<file path="config.mk">
export PLATFORM = sky130hd
export DESIGN_NAME = phrase_sequencer
export DESIGN_NICKNAME = d
export VERILOG_FILES = /design/src/rtl/phrase_pkg.sv /design/src/rtl/tick_divider.sv /design/src/rtl/phrase_sequencer.sv
export SDC_FILE = /design/constraint.sdc
export NUM_CORES = 1
export LEC_CHECK = 0
export CORE_MARGIN = 10
export CORE_UTILIZATION = 35
export CTS_BUF_LIST = sky130_fd_sc_hd__clkbuf_16
export DETAILED_ROUTE_END_ITERATION = 12
export GPL_TIMING_DRIVEN = 0
export PLACE_DENSITY = 0.65
export SLEW_MARGIN = 30
export SYNTH_ARGS = -nofsm -noshare
export SYNTH_HDL_FRONTEND = slang
export SYNTH_HIERARCHICAL = 1
export SYNTH_SLANG_ARGS = --single-unit
</file>
<file path="constraint.sdc">
create_clock -name clk -period 2.81 [get_ports clk]
set_input_delay 0.4215 -clock clk [delete_from_list [all_inputs] [get_ports clk]]
set_output_delay 0.4215 -clock clk [all_outputs]
set_load 0.1 [all_outputs]
</file>
<file path="src/rtl/phrase_pkg.sv">
// Shared types and constants for the phrase playback engine.
package phrase_pkg;

  localparam int NUM_CH = 4;
  localparam int ROW_W  = 4;
  // Row-length counter: max(speed,1) up to 31 plus swing up to 15.
  localparam int TCNT_W = 6;

  localparam logic [7:0] NOTE_EMPTY = 8'h00;
  localparam logic [7:0] NOTE_OFF   = 8'hFF;

  typedef struct packed {
    logic [7:0] note;
    logic [5:0] volume;
    logic [1:0] instrument;
  } phrase_entry_t;

  typedef enum logic [1:0] {
    IDLE  = 2'd0,
    FETCH = 2'd1,
    HOLD  = 2'd2
  } seq_state_t;

endpackage

</file>
<file path="src/rtl/tick_divider.sv">
// Tempo tick generator: one-cycle tick every TICK_DIV clocks, restartable
// with clear so the first tick lands TICK_DIV cycles after playback starts.
module tick_divider #(
  parameter int TICK_DIV = 1666667
) (
  input  logic clk,
  input  logic rst_active_high,
  input  logic clear,
  output logic tick
);

  localparam int CNT_W = (TICK_DIV > 1) ? $clog2(TICK_DIV) : 1;
  localparam logic [CNT_W-1:0] CNT_LAST = CNT_W'(TICK_DIV - 1);

  logic [CNT_W-1:0] cnt;

  // Free-running modulo-TICK_DIV counter, zeroed by reset or clear.
  always_ff @(posedge clk) begin
    if (rst_active_high || clear) begin
      cnt <= '0;
    end else if (cnt == CNT_LAST) begin
      cnt <= '0;
    end else begin
      cnt <= cnt + CNT_W'(1);
    end
  end

  assign tick = (cnt == CNT_LAST) && !clear;

endmodule

</file>
<file path="src/rtl/phrase_sequencer.sv">
// Phrase playback engine: steps through the 16-row phrase memory at a tempo
// derived from clk and converts each row's channel words into per-channel
// note events (trig/gate plus latched note, volume, instrument).
// Optional build macro: SEQ_SWING_EN adds a swing[3:0] input that lengthens
// even rows by swing ticks.
module phrase_sequencer #(
  parameter int TICK_DIV = 1666667,
  parameter int ROWS     = 16
) (
  input  logic        clk,
  input  logic        rst_active_high,
  input  logic        play,
  input  logic        stop,
  input  logic        loop_en,
  input  logic [4:0]  speed,
`ifdef SEQ_SWING_EN
  input  logic [3:0]  swing,
`endif
  output logic [3:0]  row,
  input  logic [15:0] channel_0,
  input  logic [15:0] channel_1,
  input  logic [15:0] channel_2,
  input  logic [15:0] channel_3,
  output logic [31:0] note_out,
  output logic [23:0] vol_out,
  output logic [7:0]  inst_out,
  output logic [3:0]  gate,
  output logic [3:0]  trig,
  output logic        row_strobe,
  output logic        playing,
  output logic        phrase_done
);

  import phrase_pkg::*;

  localparam logic [ROW_W-1:0] LAST_ROW = ROW_W'(ROWS - 1);

  // Row length in ticks: speed 0 behaves as 1, plus any extra swing ticks.
  function automatic logic [TCNT_W-1:0] row_ticks(input logic [4:0] spd,
                                                  input logic [3:0] extra);
    logic [TCNT_W-1:0] base;
    base = (spd == 5'd0) ? TCNT_W'(1) : TCNT_W'(spd);
    return base + TCNT_W'(extra);
  endfunction

  seq_state_t          state;
  seq_state_t          state_nxt;
  logic                tick;
  logic                div_clear;
  logic                last_tick;
  logic [3:0]          swing_add;
  logic [TCNT_W-1:0]   tick_cnt;
  logic [TCNT_W-1:0]   row_len;
  phrase_entry_t       ent [NUM_CH];

  assign ent[0] = channel_0;
  assign ent[1] = channel_1;
  assign ent[2] = channel_2;
  assign ent[3] = channel_3;

`ifdef SEQ_SWING_EN
  assign swing_add = row[0] ? 4'd0 : swing;
`else
  assign swing_add = 4'd0;
`endif

  // The tempo grid restarts on every play so row 0 always gets a full tick.
  assign div_clear = play;
  assign row_len   = row_ticks(speed, swing_add);
  assign last_tick = (state == HOLD) && tick && ((tick_cnt + TCNT_W'(1)) >= row_len);

  tick_divider #(
    .TICK_DIV (TICK_DIV)
  ) u_tick_divider (
    .clk             (clk),
    .rst_active_high (rst_active_high),
    .clear           (div_clear),
    .tick            (tick)
  );

  // State register.
  always_ff @(posedge clk) begin
    if (rst_active_high) begin
      state <= IDLE;
    end else begin
      state <= state_nxt;
    end
  end

  // Next-state logic: stop beats play, play beats everything else.
  always_comb begin
    state_nxt = state;
    if (stop) begin
      state_nxt = IDLE;
    end else if (play) begin
      state_nxt = FETCH;
    end else begin
      case (state)
        IDLE:  state_nxt = IDLE;
        FETCH: state_nxt = HOLD;
        HOLD: begin
          if (last_tick) begin
            if ((row == LAST_ROW) && !loop_en) begin
              state_nxt = IDLE;
            end else begin
              state_nxt = FETCH;
            end
          end
        end
        default: state_nxt = IDLE;
      endcase
    end
  end

  // Output logic decoded from the state register.
  always_comb begin
    playing = (state != IDLE);
  end

  // Row pointer, tick counter, entry evaluation and event pulses.
  always_ff @(posedge clk) begin
    trig        <= '0;
    row_strobe  <= 1'b0;
    phrase_done <= 1'b0;
    if (rst_active_high) begin
      row      <= '0;
      tick_cnt <= '0;
      note_out <= '0;
      vol_out  <= '0;
      inst_out <= '0;
      gate     <= '0;
    end else if (stop) begin
      row      <= '0;
      tick_cnt <= '0;
      gate     <= '0;
    end else if (play) begin
      // Restart: gates are left alone until row 0 is evaluated.
      row      <= '0;
      tick_cnt <= '0;
    end else begin
      case (state)
        IDLE: begin
          row <= '0;
        end
        FETCH: begin
          row_strobe <= 1'b1;
          tick_cnt   <= '0;
          for (int c = 0; c < NUM_CH; c++) begin
            if (ent[c].note == NOTE_OFF) begin
              gate[c] <= 1'b0;
            end else if (ent[c].note != NOTE_EMPTY) begin
              note_out[8*c +: 8] <= ent[c].note;
              vol_out[6*c +: 6]  <= ent[c].volume;
              inst_out[2*c +: 2] <= ent[c].instrument;
              gate[c]            <= 1'b1;
              trig[c]            <= 1'b1;
            end
          end
        end
        HOLD: begin
          if (tick) begin
            if (last_tick) begin
              tick_cnt <= '0;
              if (row == LAST_ROW) begin
                phrase_done <= 1'b1;
                row         <= '0;
                if (!loop_en) begin
                  gate <= '0;
                end
              end else begin
                row <= row + ROW_W'(1);
              end
            end else begin
              tick_cnt <= tick_cnt + TCNT_W'(1);
            end
          end
        end
        default: begin
          row <= '0;
        end
      endcase
    end
  end

endmodule

</file>
After elaboration in Yosys (flattened, before gate mapping). Index checks and enable logic that the tools add are counted.

Word-level logic and storage cells: 121. Output and inout port bits: 79. Register bits after elaboration: 107.

Reduce and logical (&&, ||, !) cells: 32. Muxes and demuxes: 31. Add/sub/neg operators: 3. Eq/ne operators: 17. Magnitude comparators: 1. Bitwise gates (word level): 10.

Operator list (number): 8-bit == test, second input constant (4); 8-bit nonzero test (4); 4-bit two-way mux (7); 7-bit AND reduction (4); 21-bit by 1-bit adder with 21-bit output, second input constant (1); 21-bit == test, second input constant (1); 5-bit AND reduction (4); 5-bit OR reduction (4); 1-bit two-way mux (16); 4-bit case mux with 2 select lines (2); 3-bit inequality test, second input constant (5); 6-bit two-way mux (2); 6-bit case mux with 2 select lines (1); 1-bit inverter (10); 6-bit by 1-bit adder with 6-bit output, second input constant (1); 6-bit by 5-bit greater-or-equal comparator with 1-bit output (1); 2-bit inequality test, second input constant (3); 6-bit OR reduction (1); 5-bit zero test (1); 5-bit two-way mux (1); 4-bit by 1-bit adder with 4-bit output, second input constant (1); 4-bit == test, second input constant (1); 1-bit logical AND (4); 2-bit case mux with 2 select lines (1); other kinds (11) (14).

Depth between registers and ports, before layout. Gate-level depths: netlist of run 1.

Depth after elaboration: 7. Gate-level depth with buffers: 9.

Cells and area by module. Netlist of run 1, hierarchy kept.

By module, submodules not included: phrase_sequencer (area each 3654.8 um^2, times used 1, cells each 380, sequential area each 1721.7 um^2); tick_divider (area each 1004.7 um^2, times used 1, cells each 115, sequential area each 420.4 um^2).

Least setup slack after synthesis of run 1. No wires, ideal clock.

Path type: register to register. Start point: register row[0]. End point: register gate[1]. Required time: 2739 ps. Setup slack: 175 ps. Period minus slack after synthesis: 2635 ps. Path buffers: 0. Cell stages (with the launch flop): 8. Library setup time: 71 ps. Arrival: 2564 ps. Cells stage by stage: dfxtp_1 -> ha_1 -> nand3_1 -> and2_1 -> a2111oi_2 -> o21ai_0 -> or3_1 -> a21boi_1.

Longest elaborated chain between the ends: 3.

Ends and longest elaborated chain: start: declaration (line phrase_sequencer.sv:19) `output logic [3:0] row,`; start signal: assignment (line phrase_sequencer.sv:171) `row <= row + ROW_W'(1);`; 4-bit == test (line phrase_sequencer.sv:164) `if (row == LAST_ROW) begin`; 2-bit by 1-bit inequality test with 1-bit output (no line); 7-bit AND reduction (no line); end signal: indexed assignment (line phrase_sequencer.sv:150) `gate[c] <= 1'b0;`; end signal: indexed assignment (line phrase_sequencer.sv:155) `gate[c] <= 1'b1;`; end signal: assignment (line phrase_sequencer.sv:168) `gate <= '0;`; end: declaration (line phrase_sequencer.sv:27) `output logic [3:0] gate,`.

Every way passes these cells. A chain may end at the register's enable or synchronous reset.

Final worst setup path of run 1.
Start point: input speed[3]. End point: register tick_cnt[2].

Longest elaborated chain between the ends: 7.

Ends and longest elaborated chain: start: declaration (line phrase_sequencer.sv:15) `input logic [4:0] speed,`; 5-bit zero test (line phrase_sequencer.sv:42) `base = (spd == 5'd0) ? TCNT_W'(1) : TCNT_W'(spd);`; 5-bit two-way mux (*) (line phrase_sequencer.sv:42); 6-bit by 5-bit greater-or-equal comparator with 1-bit output (*) (line phrase_sequencer.sv:70) `assign last_tick = (state == HOLD) && tick && ((tick_cnt + TCNT_W'(1)) >= row_len);`; 1-bit logical AND (*) (line phrase_sequencer.sv:70); 6-bit two-way mux (*) (line phrase_sequencer.sv:162) `if (last_tick) begin`; 6-bit two-way mux (*) (line phrase_sequencer.sv:161) `if (tick) begin`; 6-bit case mux with 2 select lines (*) (line phrase_sequencer.sv:141) `case (state)`; end signal: assignment (line phrase_sequencer.sv:174) `tick_cnt <= tick_cnt + TCNT_W'(1);`; end: declaration (line phrase_sequencer.sv:52) `logic [TCNT_W-1:0] tick_cnt;`.

Every way passes the cells marked *; elsewhere a longest branch is shown, timed or not. The select of a mux whose other input is x is not followed.

==> flow_summary.toml, run 1 <==
[global_routing]
grt_max_degree = 19
met3_usage_pct = 4.60
overflow = 0
grt_pass1_vias = 4071
grt_usage_pct = 14.9
use_met1_pct = 16.9
groute.layer.met2.usage_pct = 24.7
antenna_found_initial = 0
grt_pass1_wl_um = 21400
grt_busiest_layer = "met2"

[logic_synthesis]
synth_edf_count = 0
yosysTopAreaCellShare_pct = 46.0
avgSynthCellArea_um2 = 9.41
yosysUniqueCellTypes = 56
synth_area_um2 = 4660
yosysTopAreaCell = "dfxtp_1"
async_flop_share_pct = 0
yosysSeqAreaShare_pct = 46.0
synth-main-ff-cell = "dfxtp_1"
syn_nets = 581
syn_inst = 495
yosysWarnings = 6
ys_seq_elements = 107
synth.area.top_cells = "dfxtp_1 46%, mux2i_1 14%, nor2_1 8.8%"

[power_and_ir_drop]
power_density_nw_per_um2 = 489
leakage_uw = 0.00243
power.total_uw = 3290
ir_drop_v = 0.000370

[clocking]
path_clk_slew_ps = 70
root_buffer = "clkbuf_16"
post_cts_buffers = 0
cts_sinks = 107
ctsHoldBuffers = 0
worstSkewPairLatency_ps = 350
clk_path_buf_depth = 2
cts_buffers = 9
tritoncts = "done"
htree_levels = 3

[routing]
vias = 4124
avgRoutedWirePerCell_um = 16.2
drc = 0
dr.pass1.iters = 4
wl_um = 13600
vias_per_cell = 4.92
drtIter0Drc = 177
drtAntennaViolNets = 0

[floorplan]
die_h_um = 135
ios = 153
initial_core_util_pct = 35.5
chipWidth_um = 135
core-area_um2 = 13100
dieArea_um2 = 18300
core.rowCount = 42

[worst_setup_path]
startpoint_type = "primary input"
cp_slowest_cell = "or4_4"
reg2reg_depth = 9
crit_cells = 10
crit_required_ps = 3110
cp_max_fo = 6
cp_cell_sequence = "clkdlybuf4s50_1 > inv_1 > a41o_1 > ha_1 > nand2b_4 > a2111oi_4 > nor2_1 > or4_4 > o21ai_0 > o211a_1"
crit_family = "compound AO/OA/AOI/OAI gates"
end_kind = "flop"
worstPathArrival_ps = 2940
worstSetupPathType = "in2reg"
worst-path-buf-inv = 2
slowest_delay_ps = 570

[worst_hold_path]
hold_depth = 2
worst_hold_path_type = "reg2reg"

[final_layout]
fillers = 1245
n_antenna_cell = 0
area.growth.synth_to_final_pct = 44.4
instances_no_fill = 839
nets = 744
drive_gt1_share_pct = 6.94

[sta]
slew_violations = 0
fin_skew_ps = 4.46
finalCritPeriodShare_pct = 93.8
final.setup.worst_slack_ps = 175
hold_viol_final = 0
rsz0062_at_grt = "no"
final.min_clock_period_ps = 2630
max_freq_mhz = 380
hold_ws_ps = 486
setup_viol = 0
worst_pin_slew_ps = 1040
slew_headroom_pct = 30.2

[place]
hpwl_um = 10900
pre_cts_ws_ps = -260
routabilityCongestion = 0.849
dp_cells = 823
portBuffers = 152

[run]
drv_cap = 0

[outcome]
status = "complete, no violations"
## worst min-delay path: stages, from the launching register on
cell     delay [ps]
dfxtp_1         330
nand2_1          60
a21oi_1          50
## cells in the final DEF (no fill, tap or decap), drive strengths merged, types with 5 or more instances in the layout
cell           synthesis  layout
clkdlybuf4s50          0     151
nor2                 111     111
dfxtp                107     107
mux2i                 64      64
nand2                 19      19
inv                   17      19
nand4                 17      17
clkbuf                 8      17
xnor2                 13      13
ha                    12      12
nor4                  12      12
o21ai                 12      12
buf                   11      12
nand3                 11      11
a21oi                 10      10
nor3                  10      10
or4                    8       8
xor2                   5       5
or2                    5       5
## cell families (layout without fill, tap and decap cells)
family	after synthesis	count (layout)	share of synthesized area, %
xor+xnor	18	18	3.54
simple gates	212	212	22.3
flops	107	107	46.0
compound gates	46	46	7.33
fa+ha+maj	12	12	3.22
mux	64	64	13.7
buf+inv	36	204	3.84
## power breakdown
group          switching, µW  internal (µW)  total [µW]
combinational            213            153         366
sequential              9.49           1530        1540
clock                    595            788        1380
total                    817           2470        3290
## per-stage QoR
stage	utilization, %	instance area [µm²]	setup TNS [ps]
final	51.2	6730	0
after global routing	51.2	6730	0
after CTS	51.2	6730	0
after detailed placement	48.7	6400	-2420
after global placement	48.7	6400	-1380
after floorplan	-	4660	0
## worst paths after layout
path | from | endpoint | slack, ps
max | speed[3] | tick_cnt[2] | 180
min | tick_cnt[4] | tick_cnt[4] | 490
max reg2reg | tick_cnt[0] | tick_cnt[2] | 270
min reg2reg | tick_cnt[4] | tick_cnt[4] | 490
## sequential cells by signal (all words and copies together) (netlist names)
signal / count
trig: 4
row_strobe: 1
gate: 4
vol_out: 24
state: 2
row: 4
u_tick_divider/cnt: 21
phrase_done: 1
note_out: 32
inst_out: 8
tick_cnt: 6
## Yosys cell counts (2+ instances only)
library cell / count
a21oi_1: 9
nor2_1: 109
or4_4: 2
a21boi_0: 2
nand4_1: 16
o31ai_1: 4
or3_1: 4
mux2i_1: 64
and4_1: 2
or2_2: 4
dfxtp_1: 107
buf_4: 2
nor4_1: 12
nand2_1: 18
or4_1: 6
nor3_1: 9
o211ai_1: 2
ha_1: 12
nand3_1: 11
o21a_1: 2
and3_1: 3
buf_2: 5
clkbuf_1: 8
o21ai_0: 12
xor2_1: 5
inv_1: 17
a31oi_1: 2
xnor2_1: 12
buf_6: 4
nand2b_1: 3
o22ai_1: 2
## final cells by class
cell class / instances / area, µm² / share of cell area (%)
Tap cell: 176 / 220 / 3.27
Sequential cell: 107 / 2140 / 31.8
Buffer: 19 / 115 / 1.71
Multi-Input combinational cell: 352 / 2340 / 34.9
Inverter: 17 / 63.8 / 0.949
Clock buffer: 9 / 225 / 3.35
Timing Repair Buffer: 152 / 1520 / 22.5
Clock inverter: 7 / 98.8 / 1.47
## routing by layer
layer	wire length, µm	vias to the layer above
met3	921	20
met5	0	-
li1	-	2051
met2	6620	115
met1	5720	1938
met4	367	0
## repair_timing
action,CTS,global route
endpoints found under the setup margin,0,12
gates resized for setup,0,3
hold endpoints to repair,0,0
No activity file was read; power rests on OpenSTA's default activity.
==> run 2, diff against run 1 <==
--- a/config.mk
+++ b/config.mk
@@ -10,8 +10,8 @@
 export CTS_BUF_LIST = sky130_fd_sc_hd__clkbuf_16
 export DETAILED_ROUTE_END_ITERATION = 12
 export GPL_TIMING_DRIVEN = 0
+export MAX_ROUTING_LAYER = met4
 export PLACE_DENSITY = 0.65
-export SLEW_MARGIN = 30
 export SYNTH_ARGS = -nofsm -noshare
 export SYNTH_HDL_FRONTEND = slang
 export SYNTH_HIERARCHICAL = 1
==> run 2 against run 1 <==
  * Register-to-register slack hardly changed
  * Global-route usage is 0.46 points higher
  * Flip-flop and latch count stayed put
  * Via count is 0.19% higher
  * Sequential share of layout area hardly changed
  * Clock power hardly changed
  * First-iteration DRC count is 9.0% lower
  * Worst setup slack better by 9.5 ps
  * Cell count stayed put
==> flow_summary.toml, run 2 (synthesized netlist as in run 1, its figures left out) <==
[outcome]
status = "complete, no violations"

[final_layout]
drive_gt1_share_pct = 6.79
instances_no_fill = 839
regArea_um2 = 2140
layout_common_cells = "152 x clkdlybuf4s50_1, 109 x nor2_1, 107 x dfxtp_1"
nets = 744
reg_top3 = "note_out: 32 flops, vol_out: 24 flops, u_tick_divider/cnt: 21 flops"
n_antenna_cell = 0
multi_input_area_um2 = 2340
utilization_pct = 51.2
largest-register = "note_out"
finalInstanceArea_um2 = 6730
mostFrequentLayoutCell = "clkdlybuf4s50_1"
largest_reg_flops = 32
area.growth.synth_to_final_pct = 44.5
fillers = 1245

[power_and_ir_drop]
power_density_nw_per_um2 = 488
leakage_uw = 0.00243
ir_drop_v = 0.000368

[routing]
avgRoutedWirePerCell_um = 16.3
vias_per_cell = 4.92
drc = 0
drtIter0Drc = 161
dr.pass1.iters = 4
vias = 4132
drtAntennaViolNets = 0
wl_um = 13700

[worst_hold_path]
worst_hold_path_type = "reg2reg"
hold_depth = 2

[clocking]
cts_sinks = 107
tritoncts = "done"
ctsHoldBuffers = 0
path_clk_slew_ps = 70
cts_buffers = 9
worstSkewPairLatency_ps = 360
htree_levels = 3
clk_path_buf_depth = 2
root_buffer = "clkbuf_16"

[place]
portBuffers = 152
hpwl_um = 10900
place_area_um2 = 6400
pre_cts_ws_ps = -260
dp_cells = 823
routabilityCongestion = 0.862

[worst_setup_path]
crit_cells = 10
crit_required_ps = 3120
crit_family = "compound AO/OA/AOI/OAI gates"
worstSetupPathType = "in2reg"
end_kind = "flop"
cp_max_fo = 6
cp_cell_sequence = "clkdlybuf4s50_1 > inv_1 > a41o_1 > ha_1 > nand2b_4 > a2111oi_4 > nor2_1 > or4_4 > o21ai_0 > o211a_1"
cp_slowest_cell = "or4_4"
worstPathArrival_ps = 2930
startpoint_type = "primary input"
reg2reg_depth = 9
worst-path-buf-inv = 2
slowest_delay_ps = 570

[sta]
max_freq_mhz = 381
hold_viol_final = 0
worst_pin_slew_ps = 1040
finalCritPeriodShare_pct = 93.4
tns_ps = 0
final.min_clock_period_ps = 2630
slew_violations = 0
final.setup.worst_slack_ps = 185
rsz0062_at_grt = "no"
setup_viol = 0
slew_headroom_pct = 30.1
fin_skew_ps = 5.51

[floorplan]
initial_core_util_pct = 35.5
ios = 153
core.rowCount = 42
die_h_um = 135
dieArea_um2 = 18300
chipWidth_um = 135
core-area_um2 = 13100

[global_routing]
grt_usage_pct = 15.3
grt_pass1_vias = 4079
grt_max_degree = 19
overflow = 0
antenna_found_initial = 0
grt_pass1_wl_um = 21400

[run]
drv_cap = 0
[run 2: per-layer routing]
metal  global-route usage [%]  wire length, µm  vias up
li1                         -                -     2054
met5                        -                0        -
met3                     4.53              853       19
met4                     6.82              349        0
met1                     17.2             5820     1950
met2                     24.7             6620      109
[run 2: path summary, 6_finish.rpt]
| kind | from | end | slack, ps |
|---|---|---|---|
| hold reg to reg | gate[0] | gate[0] | 490 |
| hold / removal | gate[0] | gate[0] | 490 |
| setup / recovery | speed[3] | tick_cnt[2] | 180 |
| setup reg to reg | tick_cnt[0] | tick_cnt[2] | 280 |
[run 2: report_power, final]
| group | switching (µW) | internal, µW | leakage (µW) |
|---|---|---|---|
| clock network | 594 | 787 | 0.000152 |
| logic | 213 | 153 | 0.00141 |
| registers | 9.52 | 1530 | 0.000864 |
| total | 817 | 2470 | 0.00243 |
[run 2: metrics by stage]
| stage | total power (µW) | hold slack, ps |
|---|---|---|
| after floorplan | 1770 | 451 |
| after global placement | 1940 | 463 |
| after detailed placement | 1940 | 476 |
| after CTS | 3330 | 488 |
| after global routing | 3420 | 520 |
| final | 3290 | 486 |
[run 2: final cells by class]
type	count	area share, %
clock buffers	9	3.35
inverters	17	0.948
repair buffers	152	22.6
flip-flops and latches	107	31.8
multi-input cells	352	34.8
clock inverters	7	1.47
well taps	176	3.27
plain buffers	19	1.71
[run 2: worst min-delay path: cells and delay by family, from the launching register on]
| family | cells | cell delay, ps |
|---|---|---|
| buf+inv | 1 | 70 |
| flops | 1 | 310 |
| compound gates | 1 | 60 |
[run 2: what timing repair did]
item / in CTS / in global routing
endpoints found under the setup margin: 0 / 11
resized for setup: 0 / 3
setup buffers: 0 / 0
